`src/rtl/mem_access_pkg.sv`:
```
// Shared op codes, FSM states and helpers for the MEM stage and its lane aligner.
package mem_access_pkg;

   localparam logic [7:0] EXE_ADD_OP = 8'h20;
   localparam logic [7:0] EXE_LB_OP  = 8'he0;
   localparam logic [7:0] EXE_LH_OP  = 8'he1;
   localparam logic [7:0] EXE_LW_OP  = 8'he3;
   localparam logic [7:0] EXE_LBU_OP = 8'he4;
   localparam logic [7:0] EXE_LHU_OP = 8'he5;
   localparam logic [7:0] EXE_SB_OP  = 8'he8;
   localparam logic [7:0] EXE_SH_OP  = 8'he9;
   localparam logic [7:0] EXE_SW_OP  = 8'heb;

   typedef enum logic [1:0] {MA_IDLE, MA_REQ1, MA_REQ2, MA_DONE} ma_state_t;
   typedef enum logic [1:0] {SZ_BYTE, SZ_HALF, SZ_WORD} mem_size_t;

   typedef struct packed {
      logic      is_mem;
      logic      is_store;
      logic      is_unsigned;
      mem_size_t size;
   } mem_op_t;

   function automatic logic [3:0] word_byte_en(input mem_size_t size);
      case (size)
         SZ_BYTE: word_byte_en = 4'b0001;
         SZ_HALF: word_byte_en = 4'b0011;
         default: word_byte_en = 4'b1111;
      endcase
   endfunction

   function automatic mem_op_t decode_op(input logic [7:0] aluop);
      mem_op_t op;
      op.is_mem      = 1'b1;
      op.is_store    = 1'b0;
      op.is_unsigned = 1'b0;
      op.size        = SZ_BYTE;
      case (aluop)
         EXE_LB_OP:  op.size = SZ_BYTE;
         EXE_LH_OP:  op.size = SZ_HALF;
         EXE_LW_OP:  op.size = SZ_WORD;
         EXE_LBU_OP: op.is_unsigned = 1'b1;
         EXE_LHU_OP: begin op.size = SZ_HALF; op.is_unsigned = 1'b1; end
         EXE_SB_OP:  op.is_store = 1'b1;
         EXE_SH_OP:  begin op.size = SZ_HALF; op.is_store = 1'b1; end
         EXE_SW_OP:  begin op.size = SZ_WORD; op.is_store = 1'b1; end
         default:    op.is_mem = 1'b0;
      endcase
      return op;
   endfunction

endpackage

```
`src/rtl/mem_access_lane_align.sv`:
```
// Combinational lane steering: byte enables and shifted store data per transaction part,
// plus load byte merging across two words and final sign/zero extension.
module mem_access_lane_align
   import mem_access_pkg::*;
(
   input  mem_size_t   size,
   input  logic        is_unsigned,
   input  logic [1:0]  offset,
   input  logic        bus_part,
   input  logic [31:0] store_data,
   output logic [3:0]  be,
   output logic [31:0] wdata,
   input  logic        load_part,
   input  logic [31:0] rdata,
   input  logic [31:0] load_raw,
   output logic [31:0] load_merged,
   output logic [31:0] load_data
);

   logic [7:0]  mask8;
   logic [4:0]  sh_up;
   logic [5:0]  sh_dn;
   logic [31:0] st_sized;

   // Upper nibble of the shifted size mask is what spills into the next word.
   always_comb begin
      mask8 = {4'b0000, word_byte_en(size)} << offset;
      sh_up = {offset, 3'b000};
      sh_dn = 6'd32 - {1'b0, sh_up};
      case (size)
         SZ_BYTE: st_sized = {24'd0, store_data[7:0]};
         SZ_HALF: st_sized = {16'd0, store_data[15:0]};
         default: st_sized = store_data;
      endcase
      if (bus_part) begin
         be    = mask8[7:4];
         wdata = st_sized >> sh_dn;
      end else begin
         be    = mask8[3:0];
         wdata = st_sized << sh_up;
      end
      if (load_part)
         load_merged = load_raw | (rdata << sh_dn);
      else
         load_merged = rdata >> sh_up;
      case (size)
         SZ_BYTE: load_data = is_unsigned ? {24'd0, load_raw[7:0]}
                                          : {{24{load_raw[7]}}, load_raw[7:0]};
         SZ_HALF: load_data = is_unsigned ? {16'd0, load_raw[15:0]}
                                          : {{16{load_raw[15]}}, load_raw[15:0]};
         default: load_data = load_raw;
      endcase
   end

endmodule

```
`src/rtl/mem_access.sv`:
```
// MEM pipeline stage: runs loads/stores over a req/ack port, splitting word-crossing
// accesses into two transactions and stalling the pipeline while the bus is busy.
module mem_access
   import mem_access_pkg::*;
#(
   parameter bit MISALIGN_SPLIT = 1'b1
)(
   input  logic        clk,
   input  logic        rst,
   input  logic [7:0]  aluop_i,
   input  logic [31:0] mem_addr_i,
   input  logic [31:0] reg2_i,
   input  logic [4:0]  wd_i,
   input  logic        wreg_i,
   input  logic [31:0] wdata_i,
   output logic [4:0]  wd_o,
   output logic        wreg_o,
   output logic [31:0] wdata_o,
   output logic        stallreq_o,
   output logic        mem_req_o,
   output logic        mem_we_o,
   output logic [31:0] mem_addr_o,
   output logic [3:0]  mem_be_o,
   output logic [31:0] mem_wdata_o,
   input  logic        mem_ack_i,
   input  logic [31:0] mem_rdata_i
);

   ma_state_t   state;
   mem_op_t     op_d, op_q, cur_op;
   logic [1:0]  off_d, off_q, cur_off;
   logic        cross_d, cross_q;
   logic [31:0] data_q, cur_data, load_raw;
   logic        bus_part, load_part;
   logic [3:0]  lane_be;
   logic [31:0] lane_wdata, load_merged, load_data;

   // Without splitting, the offset is forced onto the access size's natural alignment.
   always_comb begin
      op_d  = decode_op(aluop_i);
      off_d = mem_addr_i[1:0];
      if (!MISALIGN_SPLIT) begin
         case (op_d.size)
            SZ_HALF: off_d[0] = 1'b0;
            SZ_WORD: off_d = 2'b00;
            default: ;
         endcase
      end
      cross_d = MISALIGN_SPLIT && ((op_d.size == SZ_HALF && off_d == 2'd3) ||
                                   (op_d.size == SZ_WORD && off_d != 2'd0));
   end

   // In IDLE the aligner sees the live op for part 1; afterwards the latched op for part 2.
   always_comb begin
      if (state == MA_IDLE) begin
         cur_op   = op_d;
         cur_off  = off_d;
         cur_data = reg2_i;
      end else begin
         cur_op   = op_q;
         cur_off  = off_q;
         cur_data = data_q;
      end
      bus_part  = (state != MA_IDLE);
      load_part = (state == MA_REQ2);
   end

   mem_access_lane_align u_lane_align (
      .size        (cur_op.size),
      .is_unsigned (cur_op.is_unsigned),
      .offset      (cur_off),
      .bus_part    (bus_part),
      .store_data  (cur_data),
      .be          (lane_be),
      .wdata       (lane_wdata),
      .load_part   (load_part),
      .rdata       (mem_rdata_i),
      .load_raw    (load_raw),
      .load_merged (load_merged),
      .load_data   (load_data)
   );

   always_ff @(posedge clk or posedge rst) begin
      if (rst) begin
         state       <= MA_IDLE;
         mem_req_o   <= 1'b0;
         mem_we_o    <= 1'b0;
         mem_addr_o  <= 32'd0;
         mem_be_o    <= 4'd0;
         mem_wdata_o <= 32'd0;
         load_raw    <= 32'd0;
         op_q        <= '0;
         off_q       <= 2'd0;
         cross_q     <= 1'b0;
         data_q      <= 32'd0;
      end else begin
         case (state)
            MA_IDLE: begin
               if (op_d.is_mem) begin
                  state       <= MA_REQ1;
                  mem_req_o   <= 1'b1;
                  mem_we_o    <= op_d.is_store;
                  mem_addr_o  <= {mem_addr_i[31:2], 2'b00};
                  mem_be_o    <= lane_be;
                  mem_wdata_o <= lane_wdata;
                  op_q        <= op_d;
                  off_q       <= off_d;
                  cross_q     <= cross_d;
                  data_q      <= reg2_i;
               end
            end
            MA_REQ1: begin
               if (mem_ack_i) begin
                  load_raw <= load_merged;
                  if (cross_q) begin
                     state       <= MA_REQ2;
                     mem_addr_o  <= mem_addr_o + 32'd4;
                     mem_be_o    <= lane_be;
                     mem_wdata_o <= lane_wdata;
                  end else begin
                     state     <= MA_DONE;
                     mem_req_o <= 1'b0;
                     mem_we_o  <= 1'b0;
                  end
               end
            end
            MA_REQ2: begin
               if (mem_ack_i) begin
                  load_raw  <= load_merged;
                  state     <= MA_DONE;
                  mem_req_o <= 1'b0;
                  mem_we_o  <= 1'b0;
               end
            end
            default: state <= MA_IDLE;
         endcase
      end
   end

   // Writeback is suppressed while stalled; DONE presents the assembled load result.
   always_comb begin
      wd_o       = wd_i;
      wreg_o     = wreg_i;
      wdata_o    = wdata_i;
      stallreq_o = 1'b0;
      case (state)
         MA_IDLE: begin
            if (op_d.is_mem && !rst) begin
               stallreq_o = 1'b1;
               wreg_o     = 1'b0;
            end
         end
         MA_REQ1, MA_REQ2: begin
            stallreq_o = 1'b1;
            wreg_o     = 1'b0;
         end
         default: begin
            if (op_q.is_store) begin
               wreg_o = 1'b0;
            end else begin
               wdata_o = load_data;
            end
         end
      endcase
   end

endmodule

```
`config.mk`:
```
export PLATFORM = sky130hd
export DESIGN_NAME = mem_access
export DESIGN_NICKNAME = d
export VERILOG_FILES = /design/src/rtl/mem_access_pkg.sv /design/src/rtl/mem_access_lane_align.sv /design/src/rtl/mem_access.sv
export SDC_FILE = /design/constraint.sdc
export NUM_CORES = 1
export LEC_CHECK = 0
export ABC_AREA = 1
export BUFFER_PORTS_ARGS = -buffer_cell sky130_fd_sc_hd__buf_2
export CAP_MARGIN = 20
export CORE_MARGIN = 1.5
export CORE_UTILIZATION = 60
export CTS_BUF_LIST = sky130_fd_sc_hd__clkbuf_8
export DETAILED_ROUTE_END_ITERATION = 10
export PLACE_DENSITY = 0.85
export SYNTH_ARGS = -nofsm -noshare
export SYNTH_HDL_FRONTEND = slang
export SYNTH_SLANG_ARGS = --single-unit
```
`constraint.sdc`:
```
create_clock -name clk -period 10.2 [get_ports clk]
set_input_delay 0.51 -clock clk [delete_from_list [all_inputs] [get_ports clk]]
set_output_delay 0.51 -clock clk [all_outputs]
set_load 0.02 [all_outputs]
```
==> run metrics <==
hold_ws=roughly 0.13 ns; #FFs+latches synth=141; H-tree levels=4; Buffers on Ports=~240; sequential power share=0.224; endpoints failing setup=0; Via-to-Cell Ratio=about 5.7; largest family of logic cells by synthesized area=simple AND/OR/NAND/NOR gates; Layout Cells excl Fill=just over 2000; DR WL/cell=16.2 µm; GRT Util Overall=0.364; Synth Warn #=0; initial core utilization=0.615; TritonCTS Buffers=17; CTS tree=done; Num Clock Sinks=141; fin crit share=0.436; arrival time at the worst endpoint=between 4 and 5 ns; Die ar.=roughly 18000 µm²; Comb power frac=0.670; Cell Int Power=between 1.5 and 2 mW; reg2reg end=load_raw[14]$_DFFE_PP0P_; largest net degree at the start of global routing=92; via count=~12000; maximum VDD drop=between 0.2 and 0.25 mV; Core Footprint=between 15000 and 20000 µm²; commonest cells after routing, fill and taps aside=nand2_1, buf_2, inv_1; global-route wire length before repair=just over 50000 µm; Pwr Density=roughly 390 nW/µm²; nets=between 1500 and 2000; Tmin final=around 4.4 ns; share of the yosys chip area belonging to registers=0.346; Final Skew=approximately 0.015 ns; Startpoint Class=flip-flop; 1st-pass router iterations=7; most common cell after layout, fill and taps aside=nand2_1; sw frac=0.561; synthesized area=10200 µm²; R2R cell count=13; cts hold-fix bufs=0; Post-CTS Resized=0; Total Power=~4.5 mW; Most used DFF post-synth=dfrtp_1; Area growth, synth to finish=15.3%; Pleak=around 6.3 nW; # DRC=0; Cells after DPL=~2000; Yosys top cell area share=0.346; Least-Margin Pin Slew=1.05 ns; worst-skew pair later-pin latency=0.47 ns; vias in the first global route=approximately 10000; EDFF count, synth=0; hold crit path type=in -> async; part of the power in the clock network=0.106; Post-synth ARST share=1.00; Synth area leader=dfrtp_1; mux cell area share after synthesis=0; Yosys cell types=just over 40; Final Hold Viols=0; site row count=between 40 and 50; FF+latch area=3530 µm²; simple-gate area share of the yosys netlist=0.342; die extent in x=about 130 µm; RSZ-0062 raised after global routing=false; syn_area_per_cell=approximately 6.4 µm²; fmax=roughly 230 MHz; setup TNS=0 ns; post-synthesis compound-gate area fraction=0.181; area of the multi-input gates=between 5000 and 6000 µm²; Max Slew Vio Count=0; P_sw=about 2.5 mW; Final HPWL DP=~23000 µm; CTS max path bufs=2; DRT iter0 DRCs=~1400; Worst Setup Path Type=reg -> reg; Reg clk slew, reported paths=around 0.08 ns; Max Cap Viol=0; relative max-transition margin=0.293; top cells by area, synth=dfrtp_1, nand2_1, o21ai_0; RR Startpoint=state[0]$_DFFE_PP0P_; GPL Wtd Cong=0.975; adder-cell area share of the yosys netlist=0.00859; CP max FO=91; status=complete, no violations; reg-to-reg slack, setup=between 5 and 6 ns; Synth Area in XOR/XNOR=0.00429; grt ovf=0; Req. time, crit path=between 10 and 15 ns; Die Ht=roughly 130 µm; CP Capture Type=flip-flop; IO Count=approximately 250; # fillers=roughly 1500; Root Driver=clkbuf_8; ANT nets after route=0; Mapped Cells=1600; postcts setup bufs=0; layout cells sized above 1=0.189; CP startpoint=state[0]$_DFFE_PP0P_; antenna violations before repair=1; DRT Wirelength=between 30000 and 40000 µm
[cell usage after synthesis, types with 3 or more instances]
cell type    n
or2_0        6
dfrtp_1    141
buf_4       16
buf_2       28
nand2_1    468
o22ai_1     13
inv_1      188
a2bb2oi_1    8
o21ai_1     11
o211ai_1    19
or2_2       27
xor2_1       5
clkbuf_1    46
nor3_1      19
nor2_1     111
nor2_4       4
a21oi_1    106
o31ai_1      6
nor2_2       3
inv_2        9
nand2_2      3
a32oi_1      8
ha_1         7
nand4_1     16
o21ai_0    158
nand3_1    155
[power by group through the flow]
stage / sequential, mW / combinational [mW] / clock, mW
after floorplan: 1.12 / 2.09 / 0
after global placement: 1.02 / 2.91 / 0
after detailed placement: 1.02 / 2.95 / 0
after CTS: 1.01 / 2.97 / 0.485
after global routing: 1.05 / 3.34 / 0.506
final: 1.02 / 3.04 / 0.481
[metrics by stage]
step	cell area, µm²	utilization	worst slack, ns
floorplan	10200	-	5.57
global placement	11300	0.683	6.12
detailed placement	11300	0.683	5.97
CTS	11700	0.708	5.65
global route	11800	0.709	5.42
finish	11800	0.709	5.76
[how the worst max path moves through the flow]
stage | endpoint | slack (ns) | cells after the start
CTS | wdata_o[12] | 5.65 | 14
detailed placement | load_raw[24]$_DFFE_PP0P_ | 5.97 | 13
global placement | load_raw[14]$_DFFE_PP0P_ | 6.12 | 13
finish | load_raw[14]$_DFFE_PP0P_ | 5.76 | 13
floorplan | stallreq_o | 5.57 | 3
global route | load_raw[14]$_DFFE_PP0P_ | 5.42 | 13
[area by class of cell]
| class | instances | area share |
|---|---|---|
| multi-input cells | 1170 | 0.466 |
| flip-flops and latches | 141 | 0.300 |
| repair buffers | 253 | 0.111 |
| inverters | 197 | 0.0633 |
| well taps | 220 | 0.0234 |
| clock buffers | 18 | 0.0211 |
| clock inverters | 14 | 0.0144 |
| diodes | 1 | 0.000213 |
[per-layer routing]
layer | wire length, µm | global-route usage | vias up
li1 | - | - | 5548
met1 | 13700 | 0.523 | 5206
met2 | 14600 | 0.563 | 704
met3 | 3440 | 0.0620 | 79
met4 | 943 | 0.117 | 0
met5 | 0 | 0 | -
[sequential cells by signal, indices dropped and copies added, names as in the netlist]
register	cells
off_q	2
mem_be_o	4
mem_wdata_o	32
load_raw	32
mem_we_o	1
mem_addr_o	30
cross_q	1
state	2
mem_req_o	1
op_q	4
data_q	32
[kinds of logic (layout without fill, tap and decap cells)]
family	Yosys count	in the layout
flops	141	141
buf+inv	290	482
compound gates	337	337
simple gates	819	819
xor+xnor	5	5
other cells	1	3
fa+ha+maj	7	7
[worst max-delay path, cell delays in order, from the launching register on]
cell and delay, ns:
dfrtp_1 0.44, inv_1 0.10, ha_1 0.26, buf_4 0.46
nand2_1 0.28, o21ai_4 0.11, buf_4 0.68, ha_1 0.51
nor2_1 0.42, inv_1 0.10, nor2_1 0.14, inv_1 0.31
o21ai_0 0.28, a2bb2oi_1 0.17
Note: power is estimated with default switching activity, not from simulation.
